### src/rtl/operand_sequencer_if.sv
// Handshake and operand bus between operand_sequencer and the LDH datapath.
// master: the sequencer (drives load/busy/readyR, operands, status).
// slave:  the datapath side (drives start/done, observes everything else).
interface operand_sequencer_if #(
  parameter int unsigned WIDTH = 8,
  parameter int unsigned IDX_W = 2
);
  logic             start;
  logic             done;
  logic             load;
  logic             busy;
  logic             readyR;
  logic [WIDTH-1:0] A;
  logic [WIDTH-1:0] B;
  logic [IDX_W-1:0] vec_idx;
  logic             finished;
  logic             timeout_err;

  modport master (
    input  start, done,
    output load, busy, readyR, A, B, vec_idx, finished, timeout_err
  );

  modport slave (
    output start, done,
    input  load, busy, readyR, A, B, vec_idx, finished, timeout_err
  );
endinterface

### src/rtl/operand_sequencer.sv
// operand_sequencer: produces NUM_VECTORS operand pairs A/B from two LFSRs
// and drives the LDH datapath load/busy/readyR handshake for each pair.
// The strobes (load/busy/readyR) are registered copies of the FSM state, so
// they trail the state by one cycle; this gives operands one settled cycle
// before load rises. done is sampled while the FSM itself is in BUSY.
// Optional: define OPSEQ_TIMEOUT_EN to abort a BUSY phase that exceeds
// TIMEOUT_CYCLES cycles (sets the sticky timeout_err). Without it, BUSY
// waits indefinitely and timeout_err is tied low.
module operand_sequencer #(
  parameter int unsigned      WIDTH          = 8,
  parameter int unsigned      NUM_VECTORS    = 4,
  parameter logic [WIDTH-1:0] TAPS           = 8'hB8,
  parameter logic [WIDTH-1:0] SEED_A         = 8'hE9,
  parameter logic [WIDTH-1:0] SEED_B         = 8'hC3,
  parameter int unsigned      TIMEOUT_CYCLES = 16
) (
  input  logic                clk,
  input  logic                reset,
  operand_sequencer_if.master bus
);

  localparam int unsigned IDX_W = (NUM_VECTORS > 1) ? $clog2(NUM_VECTORS) : 1;
  localparam logic [IDX_W-1:0] LAST_IDX = IDX_W'(NUM_VECTORS - 1);

  // An all-zero seed would lock the LFSR, so it is replaced by 1.
  localparam logic [WIDTH-1:0] ONE        = {{(WIDTH-1){1'b0}}, 1'b1};
  localparam logic [WIDTH-1:0] SEED_A_EFF = (SEED_A == '0) ? ONE : SEED_A;
  localparam logic [WIDTH-1:0] SEED_B_EFF = (SEED_B == '0) ? ONE : SEED_B;

  typedef enum logic [2:0] {
    S_IDLE,
    S_LOAD,
    S_BUSY,
    S_READY,
    S_FINISH
  } state_t;

  state_t           state_q, state_d;
  logic [WIDTH-1:0] a_q, a_d;
  logic [WIDTH-1:0] b_q, b_d;
  logic [IDX_W-1:0] idx_q, idx_d;
  logic             load_q, busy_q, ready_q;
  logic             finished_q;
  logic             restart;
  logic             timeout_hit;

  function automatic logic [WIDTH-1:0] lfsr_step(input logic [WIDTH-1:0] x);
    return {x[WIDTH-2:0], ^(x & TAPS)};
  endfunction

`ifdef OPSEQ_TIMEOUT_EN
  localparam int unsigned CNT_W = (TIMEOUT_CYCLES > 1) ? $clog2(TIMEOUT_CYCLES) : 1;
  localparam logic [CNT_W-1:0] CNT_LAST = CNT_W'(TIMEOUT_CYCLES - 1);

  logic [CNT_W-1:0] busy_cnt_q, busy_cnt_d;
  logic             timeout_err_q;

  // Count completed BUSY cycles; the count is zero on the first BUSY cycle.
  always_comb begin
    busy_cnt_d = '0;
    if (state_q == S_BUSY) begin
      busy_cnt_d = busy_cnt_q + 1'b1;
    end
  end

  // Abort only when the last allowed BUSY cycle ends without done;
  // done on that same cycle still wins.
  assign timeout_hit = (state_q == S_BUSY) && !bus.done && (busy_cnt_q == CNT_LAST);

  // BUSY cycle counter register.
  always_ff @(posedge clk or negedge reset) begin
    if (!reset) begin
      busy_cnt_q <= '0;
    end else begin
      busy_cnt_q <= busy_cnt_d;
    end
  end

  // Sticky abort flag, cleared only by a restart or reset.
  always_ff @(posedge clk or negedge reset) begin
    if (!reset) begin
      timeout_err_q <= 1'b0;
    end else if (restart) begin
      timeout_err_q <= 1'b0;
    end else if (timeout_hit) begin
      timeout_err_q <= 1'b1;
    end
  end

  assign bus.timeout_err = timeout_err_q;
`else
  assign timeout_hit     = 1'b0;
  assign bus.timeout_err = 1'b0;
`endif

  // Next-state logic plus operand/index updates tied to state transitions.
  always_comb begin
    state_d = state_q;
    a_d     = a_q;
    b_d     = b_q;
    idx_d   = idx_q;
    restart = 1'b0;
    unique case (state_q)
      S_IDLE: begin
        if (bus.start) begin
          state_d = S_LOAD;
        end
      end
      S_LOAD: begin
        state_d = S_BUSY;
      end
      S_BUSY: begin
        if (bus.done) begin
          state_d = S_READY;
        end else if (timeout_hit) begin
          state_d = S_FINISH;
        end
      end
      S_READY: begin
        if (idx_q == LAST_IDX) begin
          state_d = S_FINISH;
        end else begin
          state_d = S_LOAD;
          idx_d   = idx_q + 1'b1;
          a_d     = lfsr_step(a_q);
          b_d     = lfsr_step(b_q);
        end
      end
      S_FINISH: begin
        if (bus.start) begin
          state_d = S_LOAD;
          restart = 1'b1;
          a_d     = SEED_A_EFF;
          b_d     = SEED_B_EFF;
          idx_d   = '0;
        end
      end
      default: begin
        state_d = S_IDLE;
      end
    endcase
  end

  // State, operand and vector-index registers.
  always_ff @(posedge clk or negedge reset) begin
    if (!reset) begin
      state_q <= S_IDLE;
      a_q     <= SEED_A_EFF;
      b_q     <= SEED_B_EFF;
      idx_q   <= '0;
    end else begin
      state_q <= state_d;
      a_q     <= a_d;
      b_q     <= b_d;
      idx_q   <= idx_d;
    end
  end

  // Registered strobes: one-hot copies of the current state.
  always_ff @(posedge clk or negedge reset) begin
    if (!reset) begin
      load_q  <= 1'b0;
      busy_q  <= 1'b0;
      ready_q <= 1'b0;
    end else begin
      load_q  <= (state_q == S_LOAD);
      busy_q  <= (state_q == S_BUSY);
      ready_q <= (state_q == S_READY);
    end
  end

  // Sticky run-complete flag; a restart clears it on the restart edge.
  always_ff @(posedge clk or negedge reset) begin
    if (!reset) begin
      finished_q <= 1'b0;
    end else if (restart) begin
      finished_q <= 1'b0;
    end else if (state_q == S_FINISH) begin
      finished_q <= 1'b1;
    end
  end

  assign bus.load     = load_q;
  assign bus.busy     = busy_q;
  assign bus.readyR   = ready_q;
  assign bus.A        = a_q;
  assign bus.B        = b_q;
  assign bus.vec_idx  = idx_q;
  assign bus.finished = finished_q;

endmodule

### src/flat_wrapper.sv
// flat-port wrapper written by rule: the top's interface ports become plain ports
module operand_sequencer_flat 
#(
  parameter int unsigned      WIDTH          = 8,
  parameter int unsigned      NUM_VECTORS    = 4,
  parameter logic [WIDTH-1:0] TAPS           = 8'hB8,
  parameter logic [WIDTH-1:0] SEED_A         = 8'hE9,
  parameter logic [WIDTH-1:0] SEED_B         = 8'hC3,
  parameter int unsigned      TIMEOUT_CYCLES = 16
)
  (clk, reset, bus_start, bus_done, bus_load, bus_busy, bus_readyR, bus_A, bus_B, bus_vec_idx, bus_finished, bus_timeout_err);
  operand_sequencer_if #(.WIDTH(WIDTH), .IDX_W(2)) bus_i ();
  input  logic clk;
  input  logic reset;
  input wire logic [$bits(bus_i.start)-1:0] bus_start;
  input wire logic [$bits(bus_i.done)-1:0] bus_done;
  output wire logic [$bits(bus_i.load)-1:0] bus_load;
  output wire logic [$bits(bus_i.busy)-1:0] bus_busy;
  output wire logic [$bits(bus_i.readyR)-1:0] bus_readyR;
  output wire logic [$bits(bus_i.A)-1:0] bus_A;
  output wire logic [$bits(bus_i.B)-1:0] bus_B;
  output wire logic [$bits(bus_i.vec_idx)-1:0] bus_vec_idx;
  output wire logic [$bits(bus_i.finished)-1:0] bus_finished;
  output wire logic [$bits(bus_i.timeout_err)-1:0] bus_timeout_err;
  assign bus_i.start = bus_start;
  assign bus_i.done = bus_done;
  assign bus_load = bus_i.load;
  assign bus_busy = bus_i.busy;
  assign bus_readyR = bus_i.readyR;
  assign bus_A = bus_i.A;
  assign bus_B = bus_i.B;
  assign bus_vec_idx = bus_i.vec_idx;
  assign bus_finished = bus_i.finished;
  assign bus_timeout_err = bus_i.timeout_err;
  operand_sequencer #(.WIDTH(WIDTH), .NUM_VECTORS(NUM_VECTORS), .TAPS(TAPS), .SEED_A(SEED_A), .SEED_B(SEED_B), .TIMEOUT_CYCLES(TIMEOUT_CYCLES)) u_core (.clk(clk), .reset(reset), .bus(bus_i));
endmodule
### config.mk
export PLATFORM = sky130hd
export DESIGN_NAME = operand_sequencer_flat
export DESIGN_NICKNAME = d
export VERILOG_FILES = /design/src/rtl/operand_sequencer_if.sv /design/src/rtl/operand_sequencer.sv /design/src/flat_wrapper.sv
export SDC_FILE = /design/constraint.sdc
export NUM_CORES = 1
export LEC_CHECK = 0
export CAP_MARGIN = 40
export CORE_MARGIN = 1.5
export CORE_UTILIZATION = 30
export CTS_BUF_LIST = sky130_fd_sc_hd__clkbuf_4 sky130_fd_sc_hd__clkbuf_8
export DETAILED_ROUTE_END_ITERATION = 6
export HOLD_SLACK_MARGIN = 0.15
export PLACE_DENSITY_LB_ADDON = 0.1
export SLEW_MARGIN = 10
export SYNTH_ARGS = -nofsm -noshare
export SYNTH_HDL_FRONTEND = slang
export SYNTH_SLANG_ARGS = --single-unit
### constraint.sdc
create_clock -name clk -period 1.4 [get_ports clk]
set_input_delay 0.42 -clock clk [delete_from_list [all_inputs] [get_ports clk]]
set_output_delay 0.42 -clock clk [all_outputs]
set_load 0.01 [all_outputs]
[After elaboration in Yosys (flattened, before gate mapping)]
Cells that the tools add are included.
W data, S select, Z words.
Operators by class
  add/subtract/negate cells: 1
  $mul: 0
  div/mod/pow operators: 0
  order comparisons: 0
  eq/ne operators: 9
  shift operators: 0
  multiplexer cells: 17
  bitwise logic cells: 0
  reduce and logical (&&, ||, !) cells: 8
Operators with widths (count)
  $mux W8: 4
  $pmux W8 S2: 2
  $reduce_xor A8 Y1: 2
  $pmux W3 S4: 1
  $mux W3: 3
  $eq A3 B2 Y1 const B: 2
  $ne A2 B2 Y1 const B: 3
  $mux W1: 4
  $mux W2: 2
  $pmux W2 S2: 1
  $reduce_bool A2 Y1: 2
  $eq A3 B1 Y1 const B: 1
  $eq A3 B3 Y1 const B: 1
  $logic_not A3 Y1: 1
  $reduce_and A3 Y1: 1
  $add A2 B1 Y2 const B: 1
  $eq A2 B2 Y1 const B: 1
  $ne A2 B1 Y1 const B: 1
  $reduce_and A2 Y1: 1
  $reduce_or A2 Y1: 1
Storage, ports and cells
  bits in registers: 25
  latch bits: 0
  RAM bits: 0
  ROM bits: 0
  output and inout bits: 23
  memories: 0

[Depth between registers and ports, before layout]
Gate-level depths: netlist of the first run.
  depth after elaboration: 4
  depth in mapped cells: 5
  depth with buffers taken out: 4

[Worst setup path before layout of the first run]
No wires, ideal clock.
  path type: register -> register
  start: reg u_core.idx_q[0] (netlist: u_core.bus.vec_idx[0])
  end: reg u_core.a_q[0] (netlist: u_core.bus.A[0])
  library setup time: 0.075 ns
  arrival time: 1.373 ns
  data required time: 1.325 ns
  slack: -0.048 ns
  cell stages (with the launch flop): 6
  buffers on the path: 1
  period minus slack after synthesis: 1.448 ns
  path through: dfrtp_1 ha_1 and4bb_1 a31o_1 buf_2 a2bb2oi_1
On the way
  word-level cells in the longest chain between the ends: 3
RTL lines
  start: declaration: line operand_sequencer.sv:41  | logic [IDX_W-1:0] idx_q, idx_d;
  start signal: assignment: line operand_sequencer.sv:155  | idx_q <= idx_d;
  $eq A2 B2 Y1: line operand_sequencer.sv:120  | if (idx_q == LAST_IDX) begin
  $ne A2 B2 Y1 (no source line)
  $reduce_and A3 Y1 (no source line)
  end signal: assignment: line operand_sequencer.sv:148  | a_q <= SEED_A_EFF;
  end signal: assignment: line operand_sequencer.sv:153  | a_q <= a_d;
  end: declaration: line operand_sequencer.sv:39  | logic [WIDTH-1:0] a_q, a_d;
Every way passes these cells.
A chain may end at the register's enable or synchronous reset.

[Final worst setup path of the first run]
Same ends and word-level chain as after synthesis.

==> results of run 1 <==
==> state kept, by name, indices dropped and copies added, names as in the netlist <==
name,flops
u_core.bus.readyR,1
u_core.state_q,3
u_core.bus.finished,1
u_core.bus.A,8
u_core.bus.load,1
u_core.bus.vec_idx,2
u_core.bus.busy,1
u_core.bus.B,8
==> per-layer routing <==
layer  vias up  part of all wire  GRT usage
met1       401              0.48      0.186
met5         -                 0          0
met3         5             0.036     0.0189
met4         0             0.016     0.0652
li1        383                 -          -
met2        20              0.47      0.233
==> kinds of logic (layout without fill, tap and decap cells) <==
kind of cell | after synthesis | after routing
flip-flops | 25 | 25
AO/OA/AOI/OAI | 23 | 23
AND/OR/NAND/NOR | 11 | 11
XOR/XNOR | 6 | 6
buffers and inverters | 5 | 63
multiplexers | 2 | 2
adder cells (fa/ha/maj) | 1 | 1
other | 1 | 1
==> path summary, 6_finish.rpt <==
| kind | endpoint | slack, ns | startpoint |
|---|---|---|---|
| worst max-delay path | u_core.bus.A[0] | -0.15 | u_core.bus.vec_idx[0] |
| max in group asynchronous | u_core.bus.A[6] | 0.72 | reset |
| worst min register to register | u_core.bus.finished | 0.49 | u_core.bus.finished |
| worst max register to register | u_core.bus.A[0] | -0.15 | u_core.bus.vec_idx[0] |
| worst min-delay path | u_core.bus.load | 0.45 | reset |
| min in group clk | u_core.bus.finished | 0.49 | u_core.bus.finished |
==> final cells by class <==
| class | count | share of cell area |
|---|---|---|
| sequential | 25 | 0.393 |
| timing repair buffer | 58 | 0.323 |
| multi-input combinational | 44 | 0.229 |
| tap | 44 | 0.0340 |
| clock buffer | 4 | 0.0185 |
| inverter | 1 | 0.00232 |
==> power by group through the flow <==
stage                     sequential (W)  clock, W  combinational, W
final                            0.00138  0.000329           0.00242
after detailed placement         0.00138         0           0.00220
after global placement           0.00137         0           0.00216
after global routing             0.00143  0.000378           0.00264
after CTS                        0.00138  0.000346           0.00244
after floorplan                  0.00156         0          0.000821
==> cells in the mapped netlist <==
| master | n |
|---|---|
| o21ai_0 | 1 |
| o22ai_1 | 1 |
| dfrtp_1 | 16 |
| xor2_1 | 4 |
| nand2_1 | 2 |
| dfstp_2 | 9 |
| a31o_1 | 1 |
| and4bb_1 | 1 |
| conb_1 | 1 |
| a21o_1 | 2 |
| or3b_1 | 1 |
| mux2i_1 | 2 |
| o22a_1 | 7 |
| nor2_1 | 4 |
| buf_6 | 1 |
| buf_4 | 1 |
| and3b_1 | 1 |
| a22o_1 | 8 |
| a2bb2oi_1 | 2 |
| inv_1 | 1 |
| a31oi_2 | 1 |
| xnor2_1 | 2 |
| nand2b_1 | 2 |
| ha_1 | 1 |
| buf_2 | 2 |
==> through the flow <==
step,hold slack [ns],cell area [um2]
4_1_cts,0.451,1650
3_5_place_dp,0.469,1500
5_1_grt,0.437,1620
2_1_floorplan,0.124,1020
6_report,0.450,1620
3_3_place_gp,0.459,1500
==> repair_timing <==
action	in CTS	in global routing
setup buffers	7	2
pin swaps	1	8
endpoints found under the setup margin	40	40
gates resized for setup	79	16
gates cloned	1	0
==> run_results.csv, run 1 <==
group,metric,value,unit
run_status,outcome,"finished, violations left",
run_status,violations,"setup timing",
timing,setup_viol,19,
synthesis,seq_area_frac_synth,0.625,
setup_path,path_cells,"buf_6 > ha_4 > and4bb_1 > a31o_2 > buf_12 > a2bb2oi_1",
synthesis,yosys_register_bits,25,
timing,slew_violations,0,
clocking,htree_num_levels,1,
pwr,powerDensity,2540,nW/um2
clocking,clk_path_buf_depth,2,
synthesis,yosys.area.top_type,"dfrtp_1",
place,gp_congestion,0.668,
pwr,peakVddDrop,877,uV
clocking,cts_tree,"yes",
floorplanning,core_area,3150,um2
cells_and_area,layout_common_cells,"27 x buf_4, 16 x dfrtp_1, 14 x buf_6",
floorplanning,ioPinCount,27,
cells_and_area,nNetsFinal,138,
synthesis,yosysWarnings,0,
pwr,power.switching,0.00139,W
pwr,p_int,0.00273,W
setup_path,worstPathRequired,1.64,ns
timing,fin_skew,0.00516,ns
synthesis,synth-xor-area-share,0.0515,
global_routing,antenna_found_initial,0,
floorplanning,fp.dieW,61.3,um
global_routing,overflow,0,
synthesis,netlist_area,1020,um2
cells_and_area,layout-drive-gt1-share,0.523,
drt,vias,809,
cells_and_area,final.fill_count,308,
cells_and_area,utilization,0.514,
setup_path,cp_num_buf_inv,2,
pwr,p_seq_frac,0.334,
global_routing,grt_max_degree,26,
timing,hold_viol,0,
clocking,clkTransAtPathRegs,0.13,ns
synthesis,yosys.area_share.simple,0.0638,
timing,min_period,1.55,ns
floorplanning,num_rows,20,
global_routing,gr-usage-all-layers,0.142,
setup_path,r2r_cells,6,
synthesis,synth_cell_type_count,25,
timing,clock.fmax,0.647,GHz
global_routing,grt_pass1_vias,848,
setup_path,cp.arrival,1.79,ns
drt,drc,0,
drt,drt_pass1_iterations,3,
synthesis,synth-compound-area-share,0.193,
synthesis,muxShareOfSynthArea,0.0196,
place,dp_cells,163,
drt,first_iter_violations,22,
place,io_buffers,25,
pwr,clkPwrFrac,0.080,
drt,wl_per_cell,13.1,um
pwr,switching_share,0.338,
global_routing,grt_pass1_wl,3820,um
synthesis,yosysTopAreaCellShare,0.393,
cells_and_area,mostFrequentLayoutCell,"buf_4",
clocking,clk_latency,0.31,ns
pwr,leakage,0.787,nW
clocking,cts_buffers,3,
timing,fin_crit_sh,1.10,
timing,fin_ws,-0.146,ns
synthesis,synth_top_family_by_area,"compound AO/OA/AOI/OAI gates",
place,preCtsSetupSlack,-0.141,ns
setup_path,setup.worst_path.end_class,"flop",
drt,via_per_inst,4.60,
setup_path,crit_cells,6,
cells_and_area,multi_input_area,372,um2
floorplanning,chipHeight,61.3,um
timing,setup_tns,-1.74,ns
setup_path,crit_path_max_fanout,5,
setup_path,crit_type,"reg -> reg",
setup_path,slowest_stage,"dfrtp_1",
setup_path,critPathTopFamily,"flip-flops",
clocking,cts_root_buf,"clkbuf_4",
cells_and_area,n_antenna_cell,0,
cells_and_area,syn2layout_area_growth,58.9,%
clocking,cts.sinks,25,
min_path,holdCritPathClass,"in -> async",
cells_and_area,final-seq-area,637,um2
pwr,combPwrFrac,0.586,
synthesis,synthTopCellsByArea,"dfrtp_1 39%, dfstp_2 23%, a22o_1 6.9%, o22a_1 6.0%, xor2_1 3.4%",
synthesis,synthAdderAreaFrac,0.0123,
flow_run,drv_cap,0,
place,hpwl,1540,um
clocking,cts_hold_buffers,0,
setup_path,crit_path_max_incr_delay,0.41,ns
drt,drt_wl_total,2310,um
drt,ant_nets,0,
synthesis,syn_nets,79,
cells_and_area,fin_cells,176,
pwr,power,0.00412,W
synthesis,syn_avg_cell_area,13.8,um2
setup_path,crit_path_start_kind,"flop",
floorplanning,die-area,3760,um2
synthesis,synth_cells,74,
floorplanning,initial_core_util,0.323,
timing,rsz0062_at_grt,"true",
Power figures use the tool's default switching activity.
==> run 2, diff against run 1 <==
--- a/config.mk
+++ b/config.mk
@@ -7,7 +7,7 @@
 export LEC_CHECK = 0
 export CAP_MARGIN = 40
 export CORE_MARGIN = 1.5
-export CORE_UTILIZATION = 30
+export CORE_UTILIZATION = 38
 export CTS_BUF_LIST = sky130_fd_sc_hd__clkbuf_4 sky130_fd_sc_hd__clkbuf_8
 export DETAILED_ROUTE_END_ITERATION = 6
 export HOLD_SLACK_MARGIN = 0.15
==> run_results.csv, run 2 (synthesis gave the netlist of run 1 again) <==
group,metric,value,unit
global_routing,grt_pass1_wl,3610,um
setup_path,crit_path_start_kind,"flop",
pwr,peakVddDrop,1510,uV
setup_path,worstPathRequired,1.59,ns
cells_and_area,final.fill_count,210,
min_path,holdCritPathClass,"in -> async",
clocking,clkTransAtPathRegs,0.13,ns
setup_path,r2r_slack,-0.13,ns
setup_path,critPathTopFamily,"flip-flops",
timing,min_period,1.53,ns
global_routing,antenna_found_initial,0,
drt,via_per_inst,4.96,
drt,first_iter_violations,3,
setup_path,cp_num_buf_inv,2,
setup_path,timing.rr.start,"u_core.bus.vec_idx[0]",
setup_path,slowest_stage,"dfrtp_1",
drt,wl_met2,1130,um
cells_and_area,syn2layout_area_growth,59.3,%
place,preCtsSetupSlack,-0.142,ns
setup_path,r2r_cells,6,
timing,fin_skew,0.00401,ns
pwr,powerDensity,2560,nW/um2
clocking,htree_num_levels,1,
setup_path,r2r-end,"u_core.bus.vec_idx[0]",
cells_and_area,layout_common_cells,"28 x buf_4, 17 x buf_6, 16 x dfrtp_1",
global_routing,grt_max_degree,26,
drt,wl_per_cell,13.4,um
timing,setup_viol,20,
place,hpwl,1430,um
clocking,cts_hold_buffers,0,
timing,clock.fmax,0.655,GHz
clocking,clk_path_buf_depth,2,
cells_and_area,nNetsFinal,140,
cells_and_area,mostFrequentLayoutCell,"buf_4",
drt,drt_pass1_iterations,4,
place,io_buffers,25,
setup_path,path_cells,"buf_6 > ha_4 > and4bb_2 > a31o_1 > buf_6 > mux2i_1",
drt,drc,0,
floorplanning,initial_core_util,0.408,
global_routing,grt_pass1_vias,815,
clocking,cts_tree,"yes",
cells_and_area,layout-drive-gt1-share,0.522,
floorplanning,num_rows,18,
setup_path,setup.worst_path.end_class,"flop",
pwr,power,0.00415,W
clocking,cts_root_buf,"clkbuf_4",
setup_path,crit_path_max_fanout,6,
run_status,outcome,"finished, violations left",
floorplanning,chipHeight,54.8,um
setup_path,crit_path_max_incr_delay,0.41,ns
clocking,cts.sinks,25,
pwr,leakage,0.789,nW
timing,fin_crit_sh,1.09,
floorplanning,core_area,2500,um2
place,gp_congestion,0.692,
global_routing,overflow,0,
drt,vias,814,
timing,slew_violations,0,
setup_path,cp.arrival,1.72,ns
flow_run,drv_cap,0,
clocking,clk_latency,0.30,ns
clocking,cts_buffers,3,
timing,fin_ws,-0.126,ns
cells_and_area,n_antenna_cell,0,
global_routing,gr-usage-all-layers,0.169,
drt,drt_wl_total,2200,um
setup_path,path_common_cell,"buf_6",
drt,route.met3.wl,109,um
floorplanning,ioPinCount,27,
run_status,violations,"setup timing",
floorplanning,die-area,3000,um2
timing,rsz0062_at_grt,"true",
drt,routedLengthMet1,950,um
setup_path,crit_type,"reg -> reg",
floorplanning,fp.dieW,54.8,um
timing,hold_viol,0,
drt,ant_nets,0,
drt,dr.max_layer_used,"met4",
==> run 2: area by class of cell <==
cell class                      count  area, um2  area share
Sequential cell                    25        637       0.392
Timing Repair Buffer               60        532       0.327
Multi-Input combinational cell     44        384       0.237
Tap cell                           30       37.5      0.0231
Clock buffer                        4       30.0      0.0185
Inverter                            1       3.75     0.00231
==> run 2: repair_timing <==
action | 4_1_cts | 5_1_grt
pin swaps | 9 | 4
endpoints found under the setup margin | 39 | 38
gates resized for setup | 85 | 11
setup buffers | 8 | 1
==> run 2: stage by stage <==
stage / setup TNS [ns] / hold slack [ns] / area (um2) / std cells / util
after floorplan: 0 / 0.124 / 1020 / 74 / -
after CTS: -2.05 / 0.445 / 1650 / 164 / 0.661
after global placement: -2.54 / 0.460 / 1490 / 152 / 0.598
after global routing: -3.16 / 0.444 / 1620 / 164 / 0.650
final: -1.88 / 0.447 / 1620 / 164 / 0.650
after detailed placement: -2.72 / 0.474 / 1490 / 152 / 0.598
==> run 2: report_power, final <==
| part | total (W) | switching [W] | internal, W |
|---|---|---|---|
| clock | 0.000332 | 0.000201 | 0.000130 |
| sequential | 0.00137 | 0.000220 | 0.00115 |
| combinational | 0.00245 | 0.000978 | 0.00147 |
==> run 2: layer usage <==
| layer | GRT usage | up-vias |
|---|---|---|
| li1 | - | 391 |
| met1 | 0.215 | 402 |
| met2 | 0.296 | 19 |
| met3 | 0.0246 | 2 |
| met4 | 0.0500 | 0 |
| met5 | 0 | - |
==> run 2: worst max path at each step <==
stage | cells after the start | slack (ns) | start | end
after floorplan | 5 | 0.0005 | u_core.bus.vec_idx[0] | u_core.bus.A[0]
after CTS | 6 | -0.13 | u_core.bus.vec_idx[0] | u_core.bus.vec_idx[0]
after detailed placement | 4 | -0.14 | bus_start | u_core.bus.A[3]
after global routing | 6 | -0.18 | u_core.bus.vec_idx[0] | u_core.bus.vec_idx[0]
final | 6 | -0.13 | u_core.bus.vec_idx[0] | u_core.bus.vec_idx[0]
after global placement | 4 | -0.13 | bus_start | u_core.bus.A[3]
==> run 2: worst register-to-register path: cells and delay by family (launching register included) <==
family | cells | cell delay, ns
flops | 1 | 0.41
simple gates | 1 | 0.35
compound gates | 1 | 0.17
fa+ha+maj | 1 | 0.14
mux | 1 | 0.07
buf+inv | 2 | 0.26
